[src/rtl/usb_spi_master.sv]
// SPI mode-0 master framing MAX3421E register accesses: one command byte
// followed by 0..127 data bytes, write data via valid/ready, read data via strobe.
module usb_spi_master #(
    parameter int unsigned CLK_DIV = 2
) (
    input  logic       Clk,
    input  logic       Reset,
    input  logic       start,
    input  logic [4:0] reg_addr,
    input  logic       write,
    input  logic       ackstat,
    input  logic [6:0] len,
    input  logic [7:0] tx_data,
    input  logic       tx_valid,
    output logic       tx_ready,
    output logic [7:0] rx_data,
    output logic       rx_valid,
    output logic [7:0] status,
    output logic       busy,
    output logic       done,
    output logic       spi_cs_n,
    output logic       spi_sclk,
    output logic       spi_mosi,
    input  logic       spi_miso
);
    localparam int unsigned DW = $clog2(CLK_DIV);
    localparam logic [DW-1:0] DIV_LAST = DW'(CLK_DIV - 1);

    typedef enum logic [2:0] {
        S_IDLE,
        S_CMD,
        S_DATA,
        S_FETCH,
        S_HOLD,
        S_GAP
    } state_t;

    state_t        state, state_nx;
    logic [DW-1:0] div_cnt;
    logic [2:0]    bit_cnt;
    logic [6:0]    bytes_left;
    logic          wr_q;
    logic [6:0]    sh_tx;
    logic [6:0]    sh_rx;

    logic shifting, half_end, rise, fall, byte_end, last_byte, accept, handshake;

    always_comb begin
        shifting  = (state == S_CMD) || (state == S_DATA);
        half_end  = (div_cnt == DIV_LAST);
        rise      = shifting && half_end && !spi_sclk;
        fall      = shifting && half_end && spi_sclk;
        byte_end  = fall && (bit_cnt == 3'd7);
        accept    = (state == S_IDLE) && start;
        handshake = (state == S_FETCH) && tx_valid && tx_ready;
        // bytes_left holds the data-byte count still owed, including the one in flight
        last_byte = (state == S_CMD) ? (bytes_left == '0) : (bytes_left == 7'd1);
        state_nx  = state;
        case (state)
            S_IDLE:  if (accept) state_nx = S_CMD;
            S_CMD, S_DATA: begin
                if (byte_end) begin
                    if (last_byte)  state_nx = S_HOLD;
                    else if (wr_q)  state_nx = S_FETCH;
                    else            state_nx = S_DATA;
                end
            end
            S_FETCH: if (handshake) state_nx = S_DATA;
            S_HOLD:  if (half_end) state_nx = S_GAP;
            S_GAP:   if (half_end) state_nx = S_IDLE;
            default: state_nx = S_IDLE;
        endcase
    end

    always_ff @(posedge Clk or posedge Reset) begin
        if (Reset) begin
            state <= S_IDLE;
        end else begin
            state <= state_nx;
        end
    end

    always_ff @(posedge Clk or posedge Reset) begin
        if (Reset) begin
            div_cnt    <= '0;
            bit_cnt    <= '0;
            bytes_left <= '0;
            wr_q       <= 1'b0;
            sh_tx      <= '0;
            sh_rx      <= '0;
            tx_ready   <= 1'b0;
            rx_data    <= '0;
            rx_valid   <= 1'b0;
            status     <= '0;
            busy       <= 1'b0;
            done       <= 1'b0;
            spi_cs_n   <= 1'b1;
            spi_sclk   <= 1'b0;
            spi_mosi   <= 1'b0;
        end else begin
            done     <= 1'b0;
            rx_valid <= 1'b0;
            if (shifting || (state == S_HOLD) || (state == S_GAP)) begin
                div_cnt <= half_end ? '0 : div_cnt + DW'(1);
            end else begin
                div_cnt <= '0;
            end
            case (state)
                S_IDLE: begin
                    if (accept) begin
                        busy       <= 1'b1;
                        spi_cs_n   <= 1'b0;
                        spi_mosi   <= reg_addr[4];
                        sh_tx      <= {reg_addr[3:0], 1'b0, write, ackstat};
                        wr_q       <= write;
                        bytes_left <= len;
                        bit_cnt    <= '0;
                    end
                end
                S_CMD, S_DATA: begin
                    if (rise) begin
                        spi_sclk <= 1'b1;
                        sh_rx    <= {sh_rx[5:0], spi_miso};
                        if (bit_cnt == 3'd7) begin
                            if (state == S_CMD) begin
                                status <= {sh_rx, spi_miso};
                            end else if (!wr_q) begin
                                rx_data  <= {sh_rx, spi_miso};
                                rx_valid <= 1'b1;
                            end
                        end
                    end
                    if (fall) begin
                        spi_sclk <= 1'b0;
                        bit_cnt  <= bit_cnt + 3'd1;
                        if (bit_cnt == 3'd7) begin
                            if (state == S_DATA) bytes_left <= bytes_left - 7'd1;
                            // read bytes chain straight on with MOSI low
                            sh_tx    <= '0;
                            spi_mosi <= 1'b0;
                            if (!last_byte && wr_q) tx_ready <= 1'b1;
                        end else begin
                            spi_mosi <= sh_tx[6];
                            sh_tx    <= {sh_tx[5:0], 1'b0};
                        end
                    end
                end
                S_FETCH: begin
                    if (handshake) begin
                        tx_ready <= 1'b0;
                        spi_mosi <= tx_data[7];
                        sh_tx    <= tx_data[6:0];
                        bit_cnt  <= '0;
                    end
                end
                S_HOLD: begin
                    if (half_end) spi_cs_n <= 1'b1;
                end
                S_GAP: begin
                    if (half_end) begin
                        done <= 1'b1;
                        busy <= 1'b0;
                    end
                end
                default: ;
            endcase
        end
    end
endmodule

[config.mk]
export PLATFORM = sky130hd
export DESIGN_NAME = usb_spi_master
export DESIGN_NICKNAME = d
export VERILOG_FILES = /design/src/rtl/usb_spi_master.sv
export SDC_FILE = /design/constraint.sdc
export NUM_CORES = 1
export LEC_CHECK = 0
export CAP_MARGIN = 20
export CORE_ASPECT_RATIO = 0.8
export CORE_MARGIN = 2
export CORE_UTILIZATION = 32
export DETAILED_ROUTE_END_ITERATION = 10
export MAX_ROUTING_LAYER = met4
export SETUP_SLACK_MARGIN = 0.3
export SLEW_MARGIN = 20
export SYNTH_ARGS = -nofsm -noshare
export SYNTH_HDL_FRONTEND = slang
export SYNTH_SLANG_ARGS = --single-unit
[constraint.sdc]
create_clock -name Clk -period 2.5 [get_ports Clk]
set_input_delay 0.5 -clock Clk [delete_from_list [all_inputs] [get_ports Clk]]
set_output_delay 0.5 -clock Clk [all_outputs]
set_load 0.01 [all_outputs]
# After elaboration in Yosys (flattened, before gate mapping)
# Cells that the tools add are included.
# classes
n_eq_ne,16
addsub,3
n_bitwise,2
n_mux,50
n_reduce_logical,33
# ops
op,count
$mux W7,8
$mux W3,9
$mux W1,25
$pmux W7 S3,1
$reduce_and A5 Y1,4
$ne A2 B2 Y1 const B,9
$pmux W3 S5,1
$pmux W7 S2,1
$reduce_bool A2 Y1,5
$eq A3 B3 Y1 const B,3
$pmux W3 S3,1
$logic_and A1 B1 Y1,8
$reduce_and A4 Y1,2
$eq A7 B1 Y1 const B,1
$logic_not A7 Y1,1
$sub A7 B1 Y7 const B,1
$eq A3 B2 Y1 const B,2
$pmux W1 S2,3
$reduce_and A2 Y1,3
$reduce_and A3 Y1,2
$add A3 B1 Y3 const B,1
$eq A3 B1 Y1 const B,1
$logic_not A3 Y1,1
$logic_or A1 B1 Y1,3
6 further kinds,8
# totals
reg_bits,52
in_bits,27
wordCells,120
out_inout_bits,23

# Depth between registers and ports, before layout
# Gate-level depths: netlist of run 1.
# depth
depth_word,8
depth_mapped,9
ltp_nobuf,7

# Least setup slack after synthesis of run 1
# Ideal clock, no wire load.
# synth_timing
kind,reg-to-reg
from,reg bit_cnt[0]
to,reg bytes_left[2]
arrival_time_ps,1842
required_ps,2369
path_buffers,2
setup_slack_ps,527
setup_ps,131
stages_incl_launch_ff,10
synth_period_minus_slack_ps,1973
cell_sequence,dfrtp_1 > ha_1 > ha_1 > buf_2 > nor2_1 > a221oi_2 > nand3_1 > clkbuf_1 > o21ai_0 > o21ai_1
# synth_between
elab_chain_len,3
# synth_lines
element,line,rtl
start: declaration,40,logic [2:0] bit_cnt;
start signal: assignment,135,bit_cnt <= bit_cnt + 3'd1;
$eq A3 B3 Y1,136,if (bit_cnt == 3'd7) begin
$ne A2 B2 Y1 (no line),--,
$reduce_and A5 Y1 (no line),--,
end signal: assignment,116,bytes_left <= len;
end signal: assignment,137,if (state == S_DATA) bytes_left <= bytes_left - 7'd1;
end: declaration,41,logic [6:0] bytes_left;
# No other way between the ends.
# A chain may end at the register's enable or synchronous reset.

# Final worst setup path of run 1
# layout_timing
from,reg state[1]
to,reg tx_ready
# layout_between
elab_chain_len,6
word_cells_on_any_way,19
classes_between,eq/ne: 7; mux: 2; reduce/logical: 10
# layout_lines
element,line,rtl
start: declaration,38,"state_t state, state_nx;"
start signal: assignment,79,state <= state_nx;
$eq A3 B1 Y1 or $eq A3 B2 Y1 (tied branches),"49, 57, 108",
$mux W1 or $logic_or A1 B1 Y1 (tied branches),"57, 49",
$logic_not A1 Y1 or $logic_and A1 B1 Y1 (tied branches),"141, 52",
"$logic_and A1 B1 Y1, on equally long branches","141, 52",
$ne A2 B2 Y1 (no line),--,
$reduce_and A5 Y1 (no line),--,
end signal: assignment,91,tx_ready <= 1'b0;
end signal: assignment,141,if (!last_byte && wr_q) tx_ready <= 1'b1;
end signal: assignment,150,tx_ready <= 1'b0;
end: declaration,15,"output logic tx_ready,"
# Parallel ways exist; a longest one is shown, timed or not.

==> results of run 1 <==
per-layer routing:
layer | up-vias | wire [um]
li1 | 1024 | -
met1 | 967 | 3022
met2 | 52 | 2548
met3 | 2 | 242
met4 | 0 | 28
met5 | - | 0
cell families after synthesis:
family	share of synthesized area [%]
AND/OR/NAND/NOR	14.49
flip-flops	48.97
multiplexers	11.34
AO/OA/AOI/OAI	17.78
buffers and inverters	3.951
adder cells (fa/ha/maj)	1.882
XOR/XNOR	1.600
area by class of cell:
type / count / share of cell area (%)
clock buffer: 5 / 2.000
clock inverter: 3 / 0.7273
sequential: 52 / 37.89
timing repair buffer: 64 / 17.89
tap: 108 / 3.927
inverter: 9 / 0.9818
multi-input combinational: 178 / 36.58
cells in the mapped netlist, drive strengths merged (2+ instances only):
cell,count
or3,2
nor3,2
ha,4
a31oi,2
xor2,2
nor3b,4
a22oi,10
o22ai,10
nand2,29
buf,7
dfrtp,51
nor2b,3
inv,8
nand3,4
nor2,13
clkbuf,7
mux2i,2
o21ai,17
o211ai,3
xnor2,2
a21oi,13
mux2,25
o21a,6
nand2b,7
and3,4
power groups by stage:
stage          clock network, uW  registers, uW  logic, uW
3_5_place_dp                   0           1310       1260
5_1_grt                      560           1340       1420
4_1_cts                      528           1290       1260
6_report                     504           1290       1260
3_3_place_gp                   0           1300       1230
2_1_floorplan                  0           1240        907
repair_timing:
item,in CTS,in global routing
hold endpoints to repair,0,0
endpoints found under the setup margin,0,12
hold buffers,0,0
gates resized for setup,0,2
critical path: stages, from the launching register on:
cell	delay, ns
dfrtp_2	0.49
buf_4	0.19
nor3b_4	0.31
mux2_2	0.37
nand3_1	0.17
a21oi_1	0.09
o41ai_1	0.30
through the flow:
stage / utilization [%] / power (uW) / instance area [um2] / std cells
3_3_place_gp: 41.83 / 2534 / 3339 / 411
5_1_grt: 43.10 / 3320 / 3441 / 419
6_report: 43.10 / 3054 / 3441 / 419
4_1_cts: 43.01 / 3080 / 3433 / 419
3_5_place_dp: 41.83 / 2564 / 3339 / 411
2_1_floorplan: - / 2146 / 2660 / 253
registers in the layout (all words and copies together) (netlist names), 3 cells and up:
name / flops
bit_cnt: 3
sh_tx: 7
status: 8
state: 3
rx_data: 8
sh_rx: 7
bytes_left: 7
path summary, 6_finish.rpt:
path / from / end / cells after the start
setup / recovery: state[1]$_DFFE_PP0P_ / tx_ready$_DFFE_PP0P_ / 6
hold / removal: sh_tx[1]$_DFFE_PP0P_ / sh_tx[1]$_DFFE_PP0P_ / 2
setup reg to reg: state[1]$_DFFE_PP0P_ / tx_ready$_DFFE_PP0P_ / 6
hold reg to reg: sh_tx[1]$_DFFE_PP0P_ / sh_tx[1]$_DFFE_PP0P_ / 2
max in group asynchronous: Reset / spi_cs_n$_DFFE_PP1P_ / 3
min in group asynchronous: Reset / status[6]$_DFFE_PP0P_ / 2
cells in the final DEF, fill, tap and decap left out, types with 3 or more instances in the layout:
| master | instances |
|---|---|
| clkbuf_8 | 5 |
| inv_1 | 7 |
| a22oi_1 | 9 |
| o21a_1 | 6 |
| a21oi_1 | 13 |
| buf_4 | 14 |
| mux2_2 | 25 |
| o22ai_1 | 10 |
| o21ai_0 | 14 |
| nand3_1 | 3 |
| nand2_1 | 28 |
| clkdlybuf4s50_1 | 49 |
| ha_1 | 4 |
| o211ai_1 | 3 |
| nor2b_1 | 3 |
| and3_1 | 4 |
| nor2_1 | 13 |
| nand2b_1 | 7 |
| o21ai_1 | 3 |
| dfrtp_1 | 50 |
==> reports/results.tsv, run 1 <==
metric	value	unit
dpl.hpwl	4.316	mm
track_usage	14.17	%
syn-cell-area	2660	um2
finalSetupViolations	0	
status	completed	
rsz0062_at_grt	false	
syn_avg_cell_area	10.51	um2
cts_sinks	52	
grt_pass1_vias	1995	
dieHeight	85.55	um
antenna_found_initial	0	
grt_max_degree	29	
post-route-period-util	82.18	%
cp_data_arrival_time	2.23	ns
drc	0	
nets	341	
drt-wirelength-per-cell	13.94	um
drtPass1Iterations	4	
worstMarginPinSlew	0.5414	ns
cp_data_required_time	2.68	ns
p_comb_share	41.1	%
p_switching	1148	uW
io_pins	50	
max_freq	486.8	MHz
slew_violations	0	
syn2layout_area_growth	29.35	%
synth.distinct_cells	49	
cell_internal_pwr	1906	uW
power.share.switching	37.59	%
std_cell_rows	29	
synthCells	253	
synth-seq-cells	52	
synth_top_area_share	47.98	%
grt_pass1_wl	9.942	mm
finalClockSkew	0.009304	ns
multiInputGateArea	1259	um2
gp_congestion	0.8090	
post_cts_buffers	0	
whs	0.4914	ns
syn_nets	284	
die_w	105.9	um
fin_tns_setup	0	ns
p_seq_share	42.4	%
ff_latch_area	1304	um2
cp-end-kind	flip-flop	
synth.area.top_cells	dfrtp_1 48%, mux2_2 11%, nand2_1 4.0%, o21ai_0 2.6%, a22oi_1 2.5%	
synthFlopType	dfrtp_1	
ir_worst_vdd	0.3534	mV
holdCritPathClass	reg2reg	
ctsHtreeMaxLevel	2	
synth-edff-count	0	
grt_use_met1	20.37	%
ant_nets	0	
met3_usage	2.584	%
fillerInstances	782	
vias	2045	
power_frac_clock	16.5	%
crit_type	reg2reg	
grt_busiest_layer	met2	
grt-ovfl-total	0	
worstSkewPairLatency	0.30	ns
vias_per_cell	4.881	
period_needed	2.054	ns
antennaDiodeCount	0	
drive_above_1_share	19.29	%
use_met2	20.76	%
startpoint_type	flip-flop	
slew_headroom	63.85	%
clockRootBuffer	clkbuf_8	
yosysWarningCount	0	
rrSetupSlack	0.45	ns
yosys.area.top_type	dfrtp_1	
initial_utilization	33.32	%
cts.path.max_buffers	2	
die_area	9063	um2
async_flop_share	100.0	%
coreArea	7983	um2
hold_violations	0	
place_ws	0.3268	ns
clk_pin_slew	0.10	ns
power_leakage	0.001515	uW
place.port_buffers	49	
drt-initial-drc-count	72	
ys_seq_area_share	48.97	%
numCtsBuffers	5	
drt-total-wl	5.841	mm
maxCapViolations	0	
setup_slack	0.4456	ns
power.density	887.4	nW/um2
cts_tree	done	
worstPathMaxFanout	9	
Power figures use the tool's default switching activity.
==> run 2: changes to the inputs <==
clock period = 2 ns   (was 2.5 ns; I/O delays follow)
==> run 2 against run 1 <==
- clock-buffer cell count stayed put
- via count is 9.0% higher
- cell count is 6.4% higher
- die area stayed put
- critical path type unchanged
- first-iteration DRC count is 4.2% lower
- flip-flop and latch count stayed put
- highest routed layer unchanged
- critical endpoint is now bytes_left[4]$_DFFE_PP0P_
- largest cell class is now multi-input combinational cells
- clock power is 25% higher
- global-route usage is 2.0 points higher
- design area is 16% higher
- fmax is 14% higher
- total power is 50% higher
- sequential power is 27% higher
==> reports/results.tsv, run 2 (same netlist as run 1, synthesis figures left out) <==
metric	value	unit	change
worstMarginPinSlew	0.4305	ns	was 0.5414 ns
ant_nets	0		unchanged
clk_pin_slew	0.11	ns	was 0.10 ns
cts_tree	done		unchanged
path_buf_inv	1		unchanged
ctsHtreeMaxLevel	2		unchanged
final_cell_mix	48 x dfrtp_1, 47 x clkdlybuf4s50_1, 27 x nand2_1		was 50 x dfrtp_1, 49 x clkdlybuf4s50_1, 28 x nand2_1
std_cell_rows	29		unchanged
numCtsBuffers	5		unchanged
clockRootBuffer	clkbuf_8		unchanged
p_total	4592	uW	was 3054 uW
track_usage	16.12	%	was 14.17%
startpoint_type	flip-flop		unchanged
power_leakage	0.001736	uW	was 0.001515 uW
drt-initial-drc-count	69		was 72
cts.path.max_buffers	2		unchanged
crit_chain	ha_4, ha_4, mux2i_4, a221oi_4, nand3_4, buf_4, a21oi_2, o22ai_1		was buf_4, nor3b_4, mux2_2, nand3_1, a21oi_1, o41ai_1
grt_max_degree	53		was 29
cp_data_arrival_time	1.99	ns	was 2.23 ns
slew_headroom	71.08	%	was 63.85%
crit_type	reg2reg		unchanged
ir_worst_vdd	0.5345	mV	was 0.3534 mV
grt_pass1_wl	11.39	mm	was 9.942 mm
hold_buffers	0		unchanged
drtPass1Iterations	4		unchanged
drc	0		unchanged
io_pins	50		unchanged
dpl.hpwl	4.345	mm	was 4.316 mm
cts_sinks	52		unchanged
nets	368		was 341
crit_path_top_delay_cell	dfrtp_1		was dfrtp_2
worstPathMaxFanout	5		was 9
hold_violations	0		unchanged
post-route-period-util	89.98	%	was 82.18%
slew_violations	0		unchanged
finalSetupViolations	0		unchanged
power.density	1151	nW/um2	was 887.4 nW/um2
crit_family	compound AO/OA/AOI/OAI gates		was flip-flops
final_common_cell	dfrtp_1		unchanged
vias_per_cell	5.000		was 4.881
drive_above_1_share	35.21	%	was 19.29%
worstSkewPairLatency	0.31	ns	was 0.30 ns
largestRegisters	rx_data x8, status x8		unchanged
cp_common_cell	ha_4		
cp-end-kind	flip-flop		unchanged
vias	2230		was 2045
period_needed	1.800	ns	was 2.054 ns
postLayoutCoreUtil	50.00	%	was 43.10%
antenna_found_initial	0		unchanged
rsz0062_at_grt	true		was false
cp_data_required_time	2.19	ns	was 2.68 ns
finalClockSkew	0.008911	ns	was 0.009304 ns
status	completed		unchanged
coreArea	7983	um2	unchanged
drt-total-wl	6.784	mm	was 5.841 mm
grt_pass1_vias	2266		was 1995
slowest_delay	0.40	ns	was 0.49 ns
dieHeight	85.55	um	unchanged
drt-wirelength-per-cell	15.21	um	was 13.94 um
syn2layout_area_growth	50.05	%	was 29.35%
die_w	105.9	um	unchanged
die_area	9063	um2	unchanged
holdCritPathClass	in2async		was reg2reg
rrSetupSlack	0.20	ns	was 0.45 ns
antennaDiodeCount	0		unchanged
max_freq	555.7	MHz	was 486.8 MHz
gp_congestion	0.7857		was 0.8090
place.port_buffers	49		unchanged
maxCapViolations	0		unchanged
grt-ovfl-total	0		unchanged
initial_utilization	33.32	%	unchanged
==> run 2: stage by stage <==
| stage | instance area, um2 | std cells | TNS, ns | worst slack, ns | hold slack [ns] |
|---|---|---|---|---|---|
| 6_report | 3991 | 446 | 0 | 0.2005 | 0.4402 |
| 5_1_grt | 3991 | 446 | 0 | 0.1262 | 0.4754 |
| 4_1_cts | 3871 | 442 | 0 | 0.1589 | 0.4463 |
| 3_5_place_dp | 3445 | 416 | -0.06653 | -0.06653 | 0.4752 |
| 3_3_place_gp | 3445 | 416 | -0.03307 | -0.03307 | 0.4665 |
| 2_1_floorplan | 2745 | 253 | 0 | 0.2197 | 0.4494 |
==> run 2: per-layer routing <==
| layer | global-route usage, % | vias up | wire, um |
|---|---|---|---|
| met2 | 24.57 | 47 | 3001 |
| met5 | - | - | 0 |
| li1 | - | 1076 | - |
| met4 | 3.230 | 0 | 41 |
| met3 | 2.736 | 5 | 255 |
| met1 | 22.88 | 1102 | 3485 |
==> run 2: final timing paths <==
| kind | from | to | depth (start not counted) |
|---|---|---|---|
| max reg2reg | bit_cnt[1]$_DFFE_PP0P_ | bytes_left[4]$_DFFE_PP0P_ | 8 |
| min | Reset | spi_mosi$_DFFE_PP0P_ | 3 |
| max in group asynchronous | Reset | spi_cs_n$_DFFE_PP1P_ | 3 |
| max | bit_cnt[1]$_DFFE_PP0P_ | bytes_left[4]$_DFFE_PP0P_ | 8 |
| min reg2reg | spi_mosi$_DFFE_PP0P_ | spi_mosi$_DFFE_PP0P_ | 2 |
| min in group Clk | spi_mosi$_DFFE_PP0P_ | spi_mosi$_DFFE_PP0P_ | 2 |
==> run 2: layout make-up <==
cell class,instances,area [um2]
Clock buffer,5,68.82
Clock inverter,3,21.27
Fill cell,733,3991
Inverter,9,33.78
Multi-Input combinational cell,179,1541
Sequential cell,52,1306
Tap cell,108,135.1
Timing Repair Buffer,90,884.6
==> run 2: worst reg2reg max path, delay by kind of cell (launching register included) <==
kind,cells,cell delay [ns]
AOI/OAI and AO/OA,3,0.51
adders and majority gates,2,0.34
buffers and inverters,1,0.17
DFF,1,0.40
muxes,1,0.09
and+or+nand+nor,1,0.16
==> run 2: timing repair <==
item	CTS	global route
setup endpoints to repair	48	46
resized for setup	53	17
setup buffers	17	4
pin swaps	23	13
gates cloned	1	0
==> run 2: report_power, final <==
part | total, uW | switching, uW | internal, uW
clock network | 630 | 381 | 250
logic | 2320 | 1100 | 1220
registers | 1640 | 293 | 1350
total | 4590 | 1770 | 2820
==> run 3: changes to the inputs <==
ABC_CLOCK_PERIOD_IN_PS = 2000   (was not set)
CORE_UTILIZATION = 38   (was 32)
SLEW_MARGIN = 40   (was 20)
==> run 3 against run 2 <==
- clock skew decreased by 0.0014 ns
- sequential power barely moved
- core utilization grew 8.7 points
- sequential share of layout area shrank 0.10 points
- routed wire length grew 1.1%
- design area grew 0.41%
- hold slack worse by 0.070 ns
- worst setup slack lost 0.096 ns
- combinational power hardly changed
- flip-flop and latch count unchanged
- non-clock buffer count stayed put
- total power fell by 0.38%
==> reports/results.tsv, run 3 (same netlist as run 1, synthesis figures left out) <==
metric	value	unit	change
status	completed		unchanged
cp_data_arrival_time	2.16	ns	was 1.99 ns
placed_area	3451	um2	was 3445 um2
drtPass1Iterations	5		was 4
fillerInstances	579		was 733
worstPathMaxFanout	4		was 5
hold_violations	0		unchanged
ir_worst_vdd	0.4656	mV	was 0.5345 mV
path_buf_inv	2		was 1
slew_headroom	66.33	%	was 71.08%
antennaDiodeCount	0		unchanged
wirelength_met1	3.365	mm	was 3.485 mm
nets	368		unchanged
numCtsBuffers	5		unchanged
cp_data_required_time	2.26	ns	was 2.19 ns
p_total	4575	uW	was 4592 uW
die_w	97.54	um	was 105.9 um
design_area	4008	um2	was 3991 um2
top_layer_used	met4		unchanged
crit_type	reg2reg		unchanged
grt-ovfl-total	0		unchanged
clockRootBuffer	clkbuf_8		unchanged
drive_above_1_share	33.73	%	was 35.21%
final_cell_mix	47 x dfrtp_1, 46 x clkdlybuf4s50_1, 29 x buf_4		was 48 x dfrtp_1, 47 x clkdlybuf4s50_1, 27 x nand2_1
hold_buffers	0		unchanged
cp-end-kind	flip-flop		unchanged
fin_tns_setup	0	ns	unchanged
worstSkewPairLatency	0.32	ns	was 0.31 ns
gp_congestion	0.8035		was 0.7857
period_needed	1.895	ns	was 1.800 ns
slew_violations	0		unchanged
wl_met2	3.154	mm	was 3.001 mm
drc	0		unchanged
crit_start	state[0]$_DFFE_PP0P_		was bit_cnt[1]$_DFFE_PP0P_
ant_nets	0		unchanged
crit_chain	buf_4, nor2b_1, a221oi_4, buf_4, nand2_4, a2111oi_4, a211o_1		was ha_4, ha_4, mux2i_4, a221oi_4, nand3_4, buf_4, a21oi_2, o22ai_1
grt_pass1_vias	2190		was 2266
slowest_delay	0.46	ns	was 0.40 ns
io_pins	50		unchanged
power_leakage	0.001815	uW	was 0.001736 uW
final_common_cell	dfrtp_1		unchanged
wl_met3	225	um	was 255 um
crit_family	compound AO/OA/AOI/OAI gates		unchanged
crit_path_top_delay_cell	dfrtp_2		was dfrtp_1
place.port_buffers	49		unchanged
dieHeight	78.84	um	was 85.55 um
ctsHtreeMaxLevel	2		unchanged
drt-total-wl	6.856	mm	was 6.784 mm
grt_pass1_wl	11.04	mm	was 11.39 mm
rsz0062_at_grt	true		unchanged
syn2layout_area_growth	50.66	%	was 50.05%
die_area	7690	um2	was 9063 um2
drt-initial-drc-count	96		was 69
cts_sinks	52		unchanged
coreArea	6824	um2	was 7983 um2
postLayoutCoreUtil	58.73	%	was 50.00%
crit-reg2reg-launch	state[0]$_DFFE_PP0P_		was bit_cnt[1]$_DFFE_PP0P_
post-route-period-util	94.77	%	was 89.98%
maxCapViolations	0		unchanged
holdCritPathClass	in2async		unchanged
cts_tree	done		unchanged
cts.path.max_buffers	2		unchanged
track_usage	18.56	%	was 16.12%
startpoint_type	flip-flop		unchanged
largestRegisters	rx_data x8, status x8		unchanged
finalSetupViolations	0		unchanged
finalClockSkew	0.007476	ns	was 0.008911 ns
worstMarginPinSlew	0.5011	ns	was 0.4305 ns
initial_utilization	38.98	%	was 33.32%
dpl.hpwl	4.262	mm	was 4.345 mm
max_freq	527.6	MHz	was 555.7 MHz
clk_pin_slew	0.11	ns	about the same
vias_per_cell	5.224		was 5.000
power.density	1141	nW/um2	was 1151 nW/um2
antenna_found_initial	0		unchanged
vias	2220		was 2230
cp_common_cell	buf_4		was ha_4
drt-wirelength-per-cell	16.13	um	was 15.21 um
std_cell_rows	27		was 29
grt_max_degree	22		was 53
whs	0.3704	ns	was 0.4402 ns
==> run 3: per-stage QoR <==
step / worst slack (ns) / cells
after floorplan: 0.2197 / 253
final: 0.1047 / 425
after global routing: 0.04427 / 425
after detailed placement: -0.09109 / 396
after global placement: -0.08303 / 396
after CTS: 0.2049 / 422
==> run 3: final cells by class <==
| type | instances | area, um2 | area share (%) |
|---|---|---|---|
| Inverter | 9 | 33.78 | 0.8430 |
| Sequential cell | 52 | 1308 | 32.63 |
| Tap cell | 87 | 108.9 | 2.716 |
| Clock buffer | 5 | 68.82 | 1.717 |
| Timing Repair Buffer | 90 | 937.1 | 23.38 |
| Multi-Input combinational cell | 179 | 1524 | 38.03 |
| Clock inverter | 3 | 27.53 | 0.6869 |
==> run 3: worst paths after layout <==
kind	to	slack [ns]	depth (start not counted)
min	status[7]$_DFFE_PP0P_	0.37	2
min reg2reg	sh_tx[4]$_DFFE_PP0P_	0.50	2
max	state[2]$_DFFE_PP0P_	0.10	7
max reg2reg	state[2]$_DFFE_PP0P_	0.10	7
min in group Clk	sh_tx[4]$_DFFE_PP0P_	0.50	2
max in group asynchronous	spi_cs_n$_DFFE_PP1P_	1.11	3
==> run 3: layer usage <==
layer,GRT usage (%),vias to the layer above
met2,27.45,46
li1,-,1082
met5,-,-
met3,3.169,9
met1,26.40,1083
met4,5.694,0
==> run 3: what timing repair did <==
action                     CTS  global route
pin swaps                    9            13
buffers inserted            15             3
gates resized for setup     32            28
gates cloned                 3             0
setup endpoints to repair   47            47
==> run 3: worst reg2reg max path: stages (launching register included) <==
cell and delay, ns:
dfrtp_2 0.46, buf_4 0.17, nor2b_1 0.18, a221oi_4 0.41, buf_4 0.20, nand2_4 0.07
a2111oi_4 0.21, a211o_1 0.15
==> run 3: report_power, final <==
group	switching [uW]	internal, uW	leakage, uW
Sequential	270	1350	0.000659
Combinational	1100	1200	0.00111
Clock	395	258	0.0000463
Total	1760	2810	0.00182
==> edit (settings of run 3) <==
Encoding of `state_t`: now one-hot (6 bits for 6 states).
--- a/src/rtl/usb_spi_master.sv
+++ b/src/rtl/usb_spi_master.sv
@@ -28,9 +28,9 @@
 
-    typedef enum logic [2:0] {
-        S_IDLE,
-        S_CMD,
-        S_DATA,
-        S_FETCH,
-        S_HOLD,
-        S_GAP
+    typedef enum logic [5:0] {
+        S_IDLE  = 6'b000001,
+        S_CMD   = 6'b000010,
+        S_DATA  = 6'b000100,
+        S_FETCH = 6'b001000,
+        S_HOLD  = 6'b010000,
+        S_GAP   = 6'b100000
     } state_t;
Check against the original RTL: same outputs for any inputs over 10 cycles, from zero or initial values and one cycle with Reset high; not proved beyond that.
==> edit against run 3 <==
  * The flow now finishes with violations (setup timing)
  * Synthesized cell count fell by 4.3%
  * Via count fell by 4.3%
  * Cell area fell by 3.4%
  * Worst setup slack got worse by 0.29 ns
  * Synthesized area rose by 0.52%
  * Sequential cell count rose by 3
  * Global-route usage fell by 1.2 points
  * Total power fell by 5.6%
  * Routed wire length fell by 8.6%
  * Highest routed layer unchanged
==> edit: results <==
set metrics [dict create \
    synth_area_leaders "dfrtp_1, mux2_2, mux2_4" \
    status "finished, violations left" \
    track_usage 0.1732 \
    insertion_delay_ns 0.32 \
    grt_pass1_vias 2157 \
    drtIter0Drc 106 \
    setup_ws_ns -0.1866 \
    synth_adder_area_share 0.01872 \
    grtUsageMet1 0.2460 \
    synthXorXnorAreaFrac 0.009827 \
    hold_ws_ns 0.4889 \
    worst_setup_path_start_kind "flip-flop" \
    ys_types 44 \
    nets 363 \
    syn_nets 273 \
    worst_pin_slew_ns 0.3980 \
    met2_usage 0.2572 \
    grt_pass1_wl_mm 10.45 \
    m1WireLength_mm 3.151 \
    arrival_ns 2.40 \
    routed.top_layer "met4" \
    synthArstFlopShare 1.000 \
    clk_pin_slew_ns 0.11 \
    grt_max_degree 56 \
    use_met3 0.03345 \
    synth.mux.area_fraction 0.1544 \
    drt-total-wl_mm 6.267 \
    timing.rr.start "state[4]" \
    skew_ns 0.01257 \
    ctsResizeCount 34 \
    post_drt_via_cell_ratio 5.057 \
    power_leakage_uw 0.001827 \
    ys_seq_area_frac 0.5157 \
    wl_met3_um 227 \
    dp_hpwl_mm 4.124 \
    port_buffers 49 \
    drive_gt1_frac 0.3363 \
    swShare 0.3631 \
    wl_met2_mm 2.837 \
    critPathMaxFanout 8 \
    first_pass_iters 5 \
    post_cts_buffers 14 \
    gp_congestion 0.8386 \
    vdd_ir_drop_max_mv 0.5323 \
    place_ws_ns -0.2029 \
    finalSetupViolations 31 \
    n_antenna_cell 0 \
    violations "setup timing" \
    htreeDepth 2 \
    synth_compound_area_frac 0.1020 \
    ys_top_cells_by_count "dfrtp_1, nor2_1, inv_1, mux2_2, o21ai_0" \
]
==> edit: final cells by class <==
cell class	count	area, sq um
flip-flops and latches	55	1380
well taps	87	108.9
clock inverters	3	25.02
fillers	606	2985
inverters	18	71.32
clock buffers	5	68.82
multi-input cells	157	1300
repair buffers	95	918.4
==> edit: critical path, stage by stage (launching register included) <==
cell and delay [ns]:
dfrtp_1 0.40, or3_4 0.43, nor3_4 0.21, nand3b_2 0.11, or4b_4 0.49, buf_6 0.17, mux2_4 0.29
==> edit: per-stage QoR <==
step                instances  power (uW)  area [sq um]  setup TNS [ns]    util
floorplan                 242        2576          2698          -8.523       -
global placement          394        3116          3432          -3.577  0.5005
detailed placement        394        3136          3432          -4.823  0.5005
CTS                       416        4180          3759          -2.230  0.5481
global route              420        4621          3872          -6.508  0.5647
finish                    420        4320          3872          -3.590  0.5647
==> edit: path summary, 6_finish.rpt <==
kind	end	cells past startpoint
min in group Clk	status[0]	1
max reg2reg	rx_data[7]	6
min	bytes_left[3]	3
max	rx_data[7]	6
min reg2reg	status[0]	1
max in group asynchronous	state[0]	3
==> edit: power groups by stage <==
stage / registers, uW / logic (uW) / clock network, uW
after floorplan: 1550 / 1030 / 0
after global placement: 1620 / 1500 / 0
after detailed placement: 1610 / 1530 / 0
after CTS: 1590 / 1910 / 677
after global routing: 1640 / 2250 / 730
final: 1600 / 2070 / 652
==> edit: logic make-up (layout without fill, tap and decap cells) <==
kind of cell / count (synthesis) / count (layout)
and+or+nand+nor: 72 / 72
AOI/OAI and AO/OA: 43 / 43
buffers and inverters: 30 / 121
adders and majority gates: 4 / 4
muxes: 35 / 35
xor gates and xnor gates: 3 / 3
DFF: 55 / 55
